File: src/rtl/obstacle_row_gen_if.sv
// Request/row bus between the game controller and the obstacle row generator.
// The controller is the master; the generator answers on the slave modport.
interface obstacle_row_gen_if #(
  parameter int board_width  = 9,
  parameter int PAT_WIDTH    = 3,
  parameter int PAT_ROWS     = 4,
  parameter int NUM_PATTERNS = 4,
  parameter int GAP_MAX      = 8
);
  localparam int DIFF_W = $clog2(GAP_MAX + 1);

  logic                                        game_Over;
  logic                                        update_obstacle;
  logic [DIFF_W-1:0]                           difficulty;
  logic [NUM_PATTERNS*PAT_ROWS*PAT_WIDTH-1:0]  pat_table;
  logic [board_width-1:0]                      row_data;
  logic                                        row_strobe;
  logic                                        in_gap;

  modport master (
    output game_Over, update_obstacle, difficulty, pat_table,
    input  row_data, row_strobe, in_gap
  );

  modport slave (
    input  game_Over, update_obstacle, difficulty, pat_table,
    output row_data, row_strobe, in_gap
  );
endinterface

File: src/rtl/obstacle_row_gen.sv
// Produces the next top row of the dodge board: a shifted PAT_ROWS-row pattern burst,
// then a run of empty rows whose length shrinks with difficulty. Frozen while game_Over.
module obstacle_row_gen #(
  parameter int board_width  = 9,
  parameter int PAT_WIDTH    = 3,
  parameter int PAT_ROWS     = 4,
  parameter int NUM_PATTERNS = 4,
  parameter int GAP_MAX      = 8,
  parameter int LFSR_WIDTH   = 8,
  parameter logic [LFSR_WIDTH-1:0] SEED = 8'hA5
) (
  input logic              clk,
  input logic              reset,
  obstacle_row_gen_if.slave bus
);

  localparam int DW   = $clog2(GAP_MAX + 1);
  localparam int CMAX = (PAT_ROWS > GAP_MAX) ? PAT_ROWS : GAP_MAX;
  localparam int CW   = $clog2(CMAX + 1);
  localparam int PB   = $clog2(NUM_PATTERNS);
  localparam int PBW  = (PB > 0) ? PB : 1;
  localparam int SR   = board_width - PAT_WIDTH + 1;
  localparam int SB   = $clog2(SR);
  localparam int SBW  = (SB > 0) ? SB : 1;
  localparam int TW   = NUM_PATTERNS * PAT_ROWS * PAT_WIDTH;
  localparam int IW   = (TW > 2) ? $clog2(TW) : 1;

  // Maximal-length Fibonacci tap masks; bit i-1 set for polynomial term x^i.
  function automatic logic [63:0] tap_mask(input int width);
    logic [63:0] m;
    case (width)
      4:       m = 64'h000C;
      5:       m = 64'h0014;
      6:       m = 64'h0030;
      7:       m = 64'h0060;
      8:       m = 64'h00B8;
      9:       m = 64'h0110;
      10:      m = 64'h0240;
      11:      m = 64'h0500;
      12:      m = 64'h0829;
      13:      m = 64'h100D;
      14:      m = 64'h2015;
      15:      m = 64'h6000;
      16:      m = 64'hD008;
      default: m = (64'h1 << (width - 1)) | 64'h1;
    endcase
    return m;
  endfunction

  localparam logic [LFSR_WIDTH-1:0] TAPS     = LFSR_WIDTH'(tap_mask(LFSR_WIDTH));
  localparam logic [LFSR_WIDTH-1:0] SEED_EFF = (SEED == '0) ? LFSR_WIDTH'(1) : SEED;

  function automatic logic [PBW-1:0] sel_of(input logic [LFSR_WIDTH-1:0] v);
    logic [PBW-1:0] s;
    s = v[PBW-1:0];
    if (32'(s) >= NUM_PATTERNS) s = s - PBW'(NUM_PATTERNS);
    return s;
  endfunction

  function automatic logic [SBW-1:0] shift_of(input logic [LFSR_WIDTH-1:0] v);
    logic [SBW-1:0] s;
    s = v[4 +: SBW];
    if (32'(s) >= SR) s = s - SBW'(SR);
    return s;
  endfunction

  typedef enum logic {OBST, GAP} state_t;

  state_t                 state;
  logic [CW-1:0]          row_cnt;
  logic [DW-1:0]          gap_len;
  logic [LFSR_WIDTH-1:0]  lfsr;
  logic [PBW-1:0]         pat_sel;
  logic [SBW-1:0]         shift;
  logic [board_width-1:0] row_q;
  logic                   strobe_q;
  logic                   gap_q;

  logic                   advance;
  logic                   last_obst;
  logic                   last_gap;
  logic                   fb;
  logic [DW-1:0]          next_gap_len;
  logic [CW-1:0]          pat_row_idx;
  logic [IW-1:0]          base;
  logic [PAT_WIDTH-1:0]   pat_row;
  logic [board_width-1:0] obst_row;
  logic [LFSR_WIDTH-1:0]  lfsr_next;

  always_comb begin
    advance      = bus.update_obstacle && !bus.game_Over;
    pat_row_idx  = (state == OBST) ? row_cnt : '0;
    base         = IW'((int'(pat_sel) * PAT_ROWS + int'(pat_row_idx)) * PAT_WIDTH);
    pat_row      = bus.pat_table[base +: PAT_WIDTH];
    obst_row     = board_width'(pat_row) << shift;
    last_obst    = (row_cnt == CW'(PAT_ROWS - 1));
    last_gap     = ((32'(row_cnt) + 32'd1) == 32'(gap_len));
    next_gap_len = (bus.difficulty >= DW'(GAP_MAX)) ? DW'(1) : (DW'(GAP_MAX) - bus.difficulty);
    fb           = ^(lfsr & TAPS);
    lfsr_next    = {lfsr[LFSR_WIDTH-2:0], fb};
  end

  // Pattern selection for the next burst uses the LFSR value before this edge's step.
  always_ff @(posedge clk) begin
    if (reset) begin
      state    <= OBST;
      row_cnt  <= '0;
      gap_len  <= DW'(1);
      lfsr     <= SEED_EFF;
      pat_sel  <= sel_of(SEED_EFF);
      shift    <= shift_of(SEED_EFF);
      row_q    <= '0;
      strobe_q <= 1'b0;
      gap_q    <= 1'b0;
    end else begin
      strobe_q <= advance;
      if (advance) begin
        lfsr <= lfsr_next;
        case (state)
          OBST: begin
            row_q <= obst_row;
            if (last_obst) begin
              row_cnt <= '0;
              gap_len <= next_gap_len;
              state   <= GAP;
              gap_q   <= 1'b1;
            end else begin
              row_cnt <= row_cnt + CW'(1);
            end
          end
          GAP: begin
            row_q <= '0;
            if (last_gap) begin
              row_cnt <= '0;
              state   <= OBST;
              gap_q   <= 1'b0;
              pat_sel <= sel_of(lfsr);
              shift   <= shift_of(lfsr);
            end else begin
              row_cnt <= row_cnt + CW'(1);
            end
          end
          default: state <= OBST;
        endcase
      end
    end
  end

  assign bus.row_data   = row_q;
  assign bus.row_strobe = strobe_q;
  assign bus.in_gap     = gap_q;

endmodule

File: src/flat_wrapper.sv
// flat-port wrapper written by rule: the top's interface ports become plain ports
module obstacle_row_gen_flat 
#(
  parameter int board_width  = 9,
  parameter int PAT_WIDTH    = 3,
  parameter int PAT_ROWS     = 4,
  parameter int NUM_PATTERNS = 4,
  parameter int GAP_MAX      = 8,
  parameter int LFSR_WIDTH   = 8,
  parameter logic [LFSR_WIDTH-1:0] SEED = 8'hA5
)
  (clk, reset, bus_game_Over, bus_update_obstacle, bus_difficulty, bus_pat_table, bus_row_data, bus_row_strobe, bus_in_gap);
  obstacle_row_gen_if #(.board_width(board_width), .PAT_WIDTH(PAT_WIDTH), .PAT_ROWS(PAT_ROWS), .NUM_PATTERNS(NUM_PATTERNS), .GAP_MAX(GAP_MAX)) bus_i ();
  input logic clk;
  input logic reset;
  input wire logic [$bits(bus_i.game_Over)-1:0] bus_game_Over;
  input wire logic [$bits(bus_i.update_obstacle)-1:0] bus_update_obstacle;
  input wire logic [$bits(bus_i.difficulty)-1:0] bus_difficulty;
  input wire logic [$bits(bus_i.pat_table)-1:0] bus_pat_table;
  output wire logic [$bits(bus_i.row_data)-1:0] bus_row_data;
  output wire logic [$bits(bus_i.row_strobe)-1:0] bus_row_strobe;
  output wire logic [$bits(bus_i.in_gap)-1:0] bus_in_gap;
  assign bus_i.game_Over = bus_game_Over;
  assign bus_i.update_obstacle = bus_update_obstacle;
  assign bus_i.difficulty = bus_difficulty;
  assign bus_i.pat_table = bus_pat_table;
  assign bus_row_data = bus_i.row_data;
  assign bus_row_strobe = bus_i.row_strobe;
  assign bus_in_gap = bus_i.in_gap;
  obstacle_row_gen #(.board_width(board_width), .PAT_WIDTH(PAT_WIDTH), .PAT_ROWS(PAT_ROWS), .NUM_PATTERNS(NUM_PATTERNS), .GAP_MAX(GAP_MAX), .LFSR_WIDTH(LFSR_WIDTH), .SEED(SEED)) u_core (.clk(clk), .reset(reset), .bus(bus_i));
endmodule
File: config.mk
export PLATFORM = sky130hd
export DESIGN_NAME = obstacle_row_gen_flat
export DESIGN_NICKNAME = d
export VERILOG_FILES = /design/src/rtl/obstacle_row_gen_if.sv /design/src/rtl/obstacle_row_gen.sv /design/src/flat_wrapper.sv
export SDC_FILE = /design/constraint.sdc
export NUM_CORES = 1
export LEC_CHECK = 0
export ABC_AREA = 1
export ABC_CLOCK_PERIOD_IN_PS = 5920
export CORE_MARGIN = 5
export CORE_UTILIZATION = 45
export DETAILED_ROUTE_END_ITERATION = 7
export GPL_ROUTABILITY_DRIVEN = 0
export PLACE_DENSITY = 0.78
export SLEW_MARGIN = 20
export SYNTH_ARGS = -nofsm -noshare
export SYNTH_HDL_FRONTEND = slang
export SYNTH_SLANG_ARGS = --single-unit
File: constraint.sdc
create_clock -name clk -period 5.92 [get_ports clk]
set_clock_uncertainty 0.15 [all_clocks]
set_input_delay 0.592 -clock clk [delete_from_list [all_inputs] [get_ports clk]]
set_output_delay 0.592 -clock clk [all_outputs]
set_load 0.05 [all_outputs]
### Yosys cells after proc, flatten, opt, wreduce, memory -nomap -nowiden

Cells that the tools add are included.

| word-level totals | value |
|---|---|
| register bits | 33 |
| input bits | 56 |
| output and inout bits | 11 |
| logic and storage cells | 43 |

| cells by class | value |
|---|---|
| add/subtract/negate cells | 5 |
| multiply operators | 1 |
| magnitude comparators | 2 |
| equal/unequal tests | 4 |
| shifts and indexed selects | 2 |
| muxes and demuxes | 13 |
| bitwise operators | 1 |
| reductions and logical operators | 6 |

Operators with widths:

| cell | number |
|---|---|
| 48-bit by 7-bit variable part select with 3-bit output | 1 |
| 32-bit by 4-bit == test with 1-bit output | 1 |
| 32-bit by 3-bit multiplier with 6-bit output (second input constant) | 1 |
| 9-bit case mux with 2 select lines | 1 |
| 4-bit two-way mux | 4 |
| 3-bit AND reduction | 3 |
| 3-bit by 3-bit left shift with 9-bit output | 1 |
| 4-bit case mux with 2 select lines | 1 |
| 8-bit XOR reduction | 1 |
| 4-bit by 1-bit adder with 5-bit output (second input constant) | 1 |
| 4-bit by 4-bit adder with 5-bit output | 1 |
| 4-bit by 1-bit adder with 4-bit output (second input constant) | 1 |
| 4-bit by 2-bit == test with 1-bit output (second input constant) | 1 |
| 4-bit greater-or-equal comparator (second input constant) | 1 |
| 1-bit two-way mux | 4 |
| 1-bit case mux with 2 select lines | 2 |
| 4-bit subtractor (first input constant) | 1 |
| 3-bit greater-or-equal comparator (second input constant) | 1 |
| 3-bit two-way mux | 1 |
| 3-bit subtractor (second input constant) | 1 |
| 2-bit by 1-bit != test with 1-bit output (second input constant) | 1 |
| 2-bit != test (second input constant) | 1 |
| 1-bit logical AND | 1 |
| 1-bit zero test | 1 |
| 1-bit inverter | 1 |

### Longest topological paths before layout

Gate-level depths: netlist of run 1.

| depth | value |
|---|---|
| depth in word-level cells | 6 |
| depth in mapped cells | 21 |
| mapped depth without buffers | 21 |

### Least setup slack after synthesis of run 1

OpenSTA, ideal clock, no wires.

| path | value |
|---|---|
| kind | flip-flop to flip-flop |
| from | register u_core.state |
| to | register u_core.row_q[4], in the netlist u_core.bus.row_data[4] |
| setup time | 0.128 ns |
| data arrival time | 3.086 ns |
| required time | 5.642 ns |
| setup slack | 2.556 ns |
| cell stages (with the launch flop) | 20 |
| path buffers | 2 |
| period minus slack after synthesis | 3.364 ns |
| cell sequence | dfxtp_1 inv_2 buf_6 nand2_1 fa_1 inv_1 ha_1 fa_1 buf_2 clkinv_1 nand3_1 nand3_1 nand2_1 nand2_1 nand3_2 nand2_2 nand2_1 nor2_1 nor2_1 nor2_1 |

| between the ends | value |
|---|---|
| word-level cells in the longest chain between the ends | 6 |
| elaborated cells on any way between the ends | 7 |
| classes of those cells | 1 x add/sub; 1 x mul; 2 x shift; 2 x mux; 1 x bitwise |

Ends and longest elaborated chain:

| item | line | text |
|---|---|---|
| start: declaration | obstacle_row_gen.sv:69 | `state_t state;` |
| start signal: assignment | obstacle_row_gen.sv:106 | `state <= OBST;` |
| start signal: assignment | obstacle_row_gen.sv:125 | `state <= GAP;` |
| start signal: assignment | obstacle_row_gen.sv:135 | `state <= OBST;` |
| 4-bit two-way mux | obstacle_row_gen.sv:92 | `pat_row_idx = (state == OBST) ? row_cnt : '0;` |
| 4-bit by 4-bit adder with 5-bit output | obstacle_row_gen.sv:93 | `base = IW'((int'(pat_sel) * PAT_ROWS + int'(pat_row_idx)) * PAT_WIDTH);` |
| 32-bit by 3-bit multiplier with 6-bit output | obstacle_row_gen.sv:93 |  |
| 48-bit by 7-bit variable part select with 3-bit output | obstacle_row_gen.sv:94 | `pat_row = bus.pat_table[base +: PAT_WIDTH];` |
| 3-bit by 3-bit left shift with 9-bit output | obstacle_row_gen.sv:95 | `obst_row = board_width'(pat_row) << shift;` |
| 9-bit case mux with 2 select lines * | obstacle_row_gen.sv:119 | `case (state)` |
| end signal: assignment | obstacle_row_gen.sv:121 | `row_q <= obst_row;` |
| end: declaration | obstacle_row_gen.sv:75 | `logic [board_width-1:0] row_q;` |

Every way passes the cells marked *; elsewhere a longest branch is shown, timed or not.
A chain may end at the register's enable or synchronous reset.

### Final worst setup path of run 1

| path | value |
|---|---|
| from | register u_core.row_cnt[0] |
| to | register u_core.row_q[4], in the netlist u_core.bus.row_data[4] |

| between the ends | value |
|---|---|
| word-level cells in the longest chain between the ends | 6 |

Ends and longest elaborated chain:

| item | line | text |
|---|---|---|
| start: declaration | obstacle_row_gen.sv:70 | `logic [CW-1:0] row_cnt;` |
| start signal: assignment | obstacle_row_gen.sv:128 | `row_cnt <= row_cnt + CW'(1);` |
| start signal: assignment | obstacle_row_gen.sv:140 | `row_cnt <= row_cnt + CW'(1);` |
| 4-bit two-way mux | obstacle_row_gen.sv:92 |  |
| 4-bit by 4-bit adder with 5-bit output | obstacle_row_gen.sv:93 |  |
| 32-bit by 3-bit multiplier with 6-bit output | obstacle_row_gen.sv:93 |  |
| 48-bit by 7-bit variable part select with 3-bit output | obstacle_row_gen.sv:94 |  |
| 3-bit by 3-bit left shift with 9-bit output | obstacle_row_gen.sv:95 |  |
| 9-bit case mux with 2 select lines | obstacle_row_gen.sv:119 |  |

No other way between the ends.

==> results by group, run 1 <==
Outcome
  • Status: finished, final reports clean

Power
  • Clock share of power: 0.320
  • Leak: 1.781 nW
  • Design Power: 0.6971 mW
  • Internal: 0.4651 mW
  • Peak supply drop: 0.1780 mV
  • Power Density: 179.2 nW/µm²
  • Comb pwr share: 0.343
  • NetSw: 0.2321 mW
  • Sw frac: 0.3329
  • Seq pwr share: 0.337

Global route
  • Global Route Usage Sum: 0.1934
  • Vias in the first global route: 3238
  • First-pass GRT wire length: 14260 µm
  • Total gr overflow: 0
  • Initial antenna violation count: 0
  • Largest net degree at the start of global routing: 61

Drt
  • Drc violations: 0
  • Post-Route WL: 8422 µm
  • Routed WL per cell: 12.53 µm
  • Vias per cell: 5.292
  • DR vias: 3556
  • 1st-pass router iterations: 5
  • DR iter-0 viols: 295
  • Final ANT Viol Nets: 0

STA
  • Fin crit period: 4067 ps
  • Unrepaired setup endpoints after global routing: false
  • Fin. max-slew vios: 0
  • Slew headroom: 0.3654
  • Endpoints failing setup: 0
  • Worst-Margin Slew: 950.9 ps
  • Max Clk Rate: 245.9 MHz
  • Final hold vios: 0
  • Fin crit share: 0.6870
  • Setup tns final: 0 ps

Critical path
  • Critical path buffer and inverter count: 3
  • Critical path startpoint category: flop
  • Most used cell along the critical path: nand3_1
  • Worst path top cell family by delay: simple AND/OR/NAND/NOR gates
  • Worst Path Arrival: 4130 ps
  • WS Path Type: reg2reg
  • Crit-path slowest cell: inv_1
  • Crit-path max cell delay: 740 ps
  • Req. time, crit path: 5980 ps
  • CP Capture Type: flop
  • Crit-path max FO: 39
  • Crit path cell chain: inv_2, nor2_4, ha_1, buf_4, inv_1, nand3_1, nand3_1, nand3_1, nand3_1, nand3_1, nand2_1, nand2_1, nor2_1, nand2_1, nand2_1, nor2_1, nor2_1

Job
  • Max-Cap Viols: 0

Place
  • DP HPWL: 6351 µm
  • IO buf count: 66

Finish
  • Share of cells above drive strength 1: 0.04340
  • Area grow syn2layout: 22.79%
  • Commonest non-fill, non-tap cells in the layout: nand2_1 (133), nand3_1 (130), inv_1 (75)
  • Ant. Diodes: 0
  • Nets: 645
  • Most common cell after layout, fill and taps aside: nand2_1

CTS
  • Post-CTS Setup Inserts: 0
  • CTS clk-pin slew, worst paths: 70 ps
  • CTS hold repair buffers: 0
  • H-Tree Depth: 2
  • Num CTS Buffers: 5
  • Post_cts resized: 0
  • Clock Latency Late Sink: 290 ps
  • TritonCTS clock tree: done
  • Bufs on Longest Clock Path: 2
  • CTS sink cnt: 33
  • Root Buffer: clkbuf_8

Hold path
  • Min-Delay Path Class: reg2reg

Die
  • Site Rows: 30
  • Total die area: 8818 µm²
  • Core area: 6832 µm²
  • Top Ports: 67
  • Die Wd: 93.91 µm
  • Die Ht: 93.91 µm
  • Initial Util: 0.4637

Logic synthesis
  • Top cell type's share of synthesized area: 0.2085
  • Sequential element share of the synthesized area: 0.2085
  • Cell taking the most area after synthesis: dfxtp_1
  • Mean Syn Cell Area: 6.000 µm²
  • Post-Syn Instances: 528
  • Cell variety after synth: 33
  • Syn Nets: 598
  • Top post-synthesis cells by area: dfxtp_1 (21%), nand3_1 (21%), nand2_1 (16%), inv_1 (8.9%), ha_1 (4.7%)
  • Synth Register Bits: 33
  • Mapped Area: 3168 µm²
  • Ys Warns: 0
## power by group through the flow
stage                     Sequential, mW  Clock [mW]  Combinational [mW]
after floorplan                    0.245           0               0.165
after global placement             0.240           0               0.233
after detailed placement           0.240           0               0.235
after CTS                          0.235       0.225               0.237
after global routing               0.236       0.237               0.267
final                              0.235       0.223               0.239
## flip-flops by register name, indices dropped and copies added (netlist names)
register               cells
u_core.bus.row_data        9
u_core.lfsr                8
u_core.gap_len             4
u_core.row_cnt             4
u_core.shift               3
u_core.pat_sel             2
u_core.bus.in_gap          1
u_core.bus.row_strobe      1
u_core.state               1
## routing by layer
metal  vias up  global-route usage  share of wire
li1       1823                   -              -
met1      1618              0.2535           0.45
met4         0             0.05295          0.016
met3        13             0.03285          0.056
met5         -                   0              0
met2       102              0.3258           0.48
## cells by family after synthesis
kind of cell / Yosys count / share of synthesized area
and+or+nand+nor: 296 / 0.4214
buffers and inverters: 107 / 0.1548
AOI/OAI and AO/OA: 67 / 0.1248
DFF: 33 / 0.2085
adders and majority gates: 14 / 0.06003
xor gates and xnor gates: 11 / 0.03041
## metrics by stage
| stage | hold WS [ps] | instance area, µm² | setup slack (ps) | utilization | cells |
|---|---|---|---|---|---|
| 4_1_cts | 317.6 | 3890 | 1896 | 0.5694 | 672 |
| 2_1_floorplan | 276.6 | 3168 | 2556 | - | 528 |
| 3_5_place_dp | 302.9 | 3770 | 1926 | 0.5518 | 664 |
| 5_1_grt | 339.3 | 3890 | 1473 | 0.5694 | 672 |
| 3_3_place_gp | 290.6 | 3770 | 2052 | 0.5518 | 664 |
| 6_report | 315.8 | 3890 | 1853 | 0.5694 | 672 |
## final timing paths
path / from / endpoint / slack, ps / cells past startpoint
worst max-delay path: u_core.row_cnt[0] / u_core.bus.row_data[4] / 1850 / 17
worst min-delay path: u_core.bus.row_data[7] / u_core.bus.row_data[7] / 320 / 2
worst max register to register: u_core.row_cnt[0] / u_core.bus.row_data[4] / 1850 / 17
worst min register to register: u_core.bus.row_data[7] / u_core.bus.row_data[7] / 320 / 2
## cell type report
| class | count | area, µm² |
|---|---|---|
| fill | 724 | 2942 |
| timing repair buffer | 68 | 675.6 |
| clock buffer | 6 | 82.58 |
| clock inverter | 2 | 37.54 |
| tap | 96 | 120.1 |
| inverter | 79 | 296.5 |
| multi-input combinational | 388 | 2017 |
| sequential | 33 | 660.6 |
## Yosys cell counts
cell type / n
xnor2_1: 6
buf_2: 4
inv_2: 2
dfxtp_1: 33
nand3_2: 2
nand4_1: 3
nand2_2: 5
clkinv_1: 2
o21ai_2: 4
nand3_1: 130
a211oi_1: 1
xor2_1: 5
nor2_4: 1
buf_12: 1
ha_1: 12
o21bai_1: 1
o31ai_1: 1
nand2_1: 133
buf_6: 7
nand2_8: 1
o22ai_1: 2
clkbuf_1: 9
a21oi_1: 26
o211ai_1: 14
nor4_1: 1
inv_1: 75
buf_4: 4
o21ai_0: 15
o21ai_1: 3
buf_1: 3
nor3_1: 2
fa_1: 2
nor2_1: 18
## worst register-to-register path: stages (launching register included)
cell	delay (ps)
dfxtp_1	680
inv_2	120
nor2_4	540
ha_1	350
buf_4	260
inv_1	750
nand3_1	160
nand3_1	130
nand3_1	100
nand3_1	100
nand3_1	110
nand2_1	100
nand2_1	70
nor2_1	140
nand2_1	70
nand2_1	70
nor2_1	40
nor2_1	80
(Power assumes the default switching activity.)
==> run 2, diff against run 1 <==
--- a/config.mk
+++ b/config.mk
@@ -6,12 +6,12 @@
 export NUM_CORES = 1
 export LEC_CHECK = 0
 export ABC_AREA = 1
-export ABC_CLOCK_PERIOD_IN_PS = 5920
+export ABC_CLOCK_PERIOD_IN_PS = 3700
 export CORE_MARGIN = 5
 export CORE_UTILIZATION = 45
 export DETAILED_ROUTE_END_ITERATION = 7
 export GPL_ROUTABILITY_DRIVEN = 0
-export PLACE_DENSITY = 0.78
+export PLACE_DENSITY = 0.81
 export SLEW_MARGIN = 20
 export SYNTH_ARGS = -nofsm -noshare
 export SYNTH_HDL_FRONTEND = slang
==> constraint.sdc (replaced) <==
create_clock -name clk -period 3.7 [get_ports clk]
set_clock_uncertainty 0.15 [all_clocks]
set_input_delay 0.37 -clock clk [delete_from_list [all_inputs] [get_ports clk]]
set_output_delay 0.37 -clock clk [all_outputs]
set_load 0.05 [all_outputs]
==> run 2 against run 1 <==
  * Cell area increased by 1.3%
  * Global-route usage is 0.55 points lower
  * Sequential share of layout area shrank 0.18 points
  * Critical endpoint unchanged
  * Largest cell class unchanged
  * Largest power group unchanged
==> results by group, run 2 (synthesis gave the netlist of run 1 again) <==
Outcome
  • Status: finished, final reports clean

Global route
  • Vias in the first global route: 3220
  • Total gr overflow: 0
  • Met2 Use GR: 0.3217
  • Initial antenna violation count: 0
  • Grt peak-use layer: met2
  • Global Route Usage Sum: 0.1878
  • Largest net degree at the start of global routing: 61
  • First-pass GRT wire length: 13840 µm
  • Grt met3 use: 0.02644
  • Met1 Usage GRT: 0.2343

Hold path
  • Min-Delay Path Class: reg2reg
  • HP Start: u_core.lfsr[2]
  • Min-Delay Endpoint: u_core.lfsr[2]
  • Worst hold path depth: 2

STA
  • Fin crit period: 3433 ps
  • Final hold vios: 0
  • Min Hold Slack: 313.1 ps
  • Worst-Margin Slew: 773.0 ps
  • Slew headroom: 0.4830
  • Setup tns final: 0 ps
  • Fin crit share: 0.9279
  • Endpoints failing setup: 0
  • Max Clk Rate: 291.3 MHz
  • Fin. max-slew vios: 0

Finish
  • FILL cells: 672
  • Max reg flops: 9
  • Commonest non-fill, non-tap cells in the layout: nand2_1 (133), nand3_1 (128), inv_1 (75)
  • Final core utilization: 0.5767
  • Ant. Diodes: 0
  • Area grow syn2layout: 24.37%
  • Share of cells above drive strength 1: 0.06529
  • Most common cell after layout, fill and taps aside: nand2_1
  • Nets: 653

CTS
  • Bufs on Longest Clock Path: 2
  • CTS clk-pin slew, worst paths: 60 ps
  • CTS sink cnt: 33
  • H-Tree Depth: 2
  • Clock Latency Late Sink: 290 ps
  • Root Buffer: clkbuf_8
  • Post-CTS Setup Inserts: 0
  • Num CTS Buffers: 5
  • TritonCTS clock tree: done

Critical path
  • Critical path startpoint category: flop
  • Worst Path Arrival: 3430 ps
  • Reg-to-reg slack, setup: 270 ps
  • WS Path Type: reg2reg
  • CP Capture Type: flop
  • Req. time, crit path: 3700 ps
  • Crit Reg-Reg Endpoint: u_core.bus.row_data[4]
  • Worst r2r path cells: 19
  • Crit-path max FO: 5
  • FF-to-FF Start: u_core.row_cnt[2]

Drt
  • Routed WL per cell: 12.57 µm
  • Final ANT Viol Nets: 0
  • DR vias: 3619
  • Vias per cell: 5.338
  • DR iter-0 viols: 190
  • Drc violations: 0
  • 1st-pass router iterations: 5
  • Post-Route WL: 8520 µm

Power
  • Peak supply drop: 0.2443 mV
  • Leak: 1.797 nW
  • Power Density: 259.1 nW/µm²

Die
  • Site Rows: 30
  • Core area: 6832 µm²
  • Die Ht: 93.91 µm
  • Initial Util: 0.4637
  • Top Ports: 67
  • Die Wd: 93.91 µm
  • Total die area: 8818 µm²

Job
  • Max-Cap Viols: 0

Place
  • IO buf count: 66
  • DP HPWL: 6295 µm
## run 2: cell count changes in the layout (fill, tap and decap cells not counted), sizes merged
cell / change
clkinvlp: +1
clkbuf: -1
buf: +7
bufinv: -1
## run 2: per-layer routing
layer | vias to the layer above | part of all wire
li1 | 1836 | -
met3 | 21 | 0.061
met5 | - | 0
met2 | 119 | 0.49
met4 | 0 | 0.025
met1 | 1643 | 0.43
## run 2: power by group
group	leakage [nW]	switching (mW)	internal [mW]
clock	0.0399	0.126	0.124
sequential	0.269	0.00689	0.366
combinational	1.49	0.231	0.167
## run 2: worst max-delay path by stage
stage	start	depth (start not counted)	to
floorplan	u_core.state	19	u_core.bus.row_data[4]
global placement	u_core.state	19	u_core.bus.row_data[4]
detailed placement	u_core.row_cnt[2]	16	u_core.bus.row_data[2]
CTS	u_core.row_cnt[2]	16	u_core.bus.row_data[2]
global route	u_core.row_cnt[2]	18	u_core.bus.row_data[4]
finish	u_core.row_cnt[2]	19	u_core.bus.row_data[4]
## run 2: cell type report
type	instances	area, µm²	share of cell area
repair inverters	1	7.507	0.001905
clock buffers	5	68.82	0.01747
well taps	96	120.1	0.03049
flip-flops and latches	33	661.9	0.1680
inverters	79	300.3	0.07621
repair buffers	75	732.0	0.1858
clock inverters	1	5.005	0.001270
multi-input cells	388	2044	0.5189
## run 2: critical path: stages, from the launching register on
cell	delay, ps
dfxtp_2	350
inv_1	80
nor2_1	110
ha_1	150
inv_1	50
fa_1	500
inv_1	50
ha_1	310
fa_2	640
clkinvlp_4	170
nand3_1	120
nand3_1	100
nand3_1	100
nand2_1	60
nand2_1	70
nor2_1	60
nand2_1	60
nand2_1	50
nor2_1	90
nor2_1	40
## run 2: what timing repair did
item,in CTS,in global routing
endpoints found under the setup margin,0,9
gates resized for setup,0,9
hold buffers,0,0
## run 2: stage by stage
step	cell area (µm²)	total power, mW	std cells	setup WS, ps
after floorplan	3168	0.6557	528	336.2
after global placement	3822	0.7630	671	394.6
after detailed placement	3822	0.7699	671	209.5
after CTS	3896	1.020	677	195.1
after global routing	3940	1.086	678	-25.64
final	3940	1.021	678	266.8
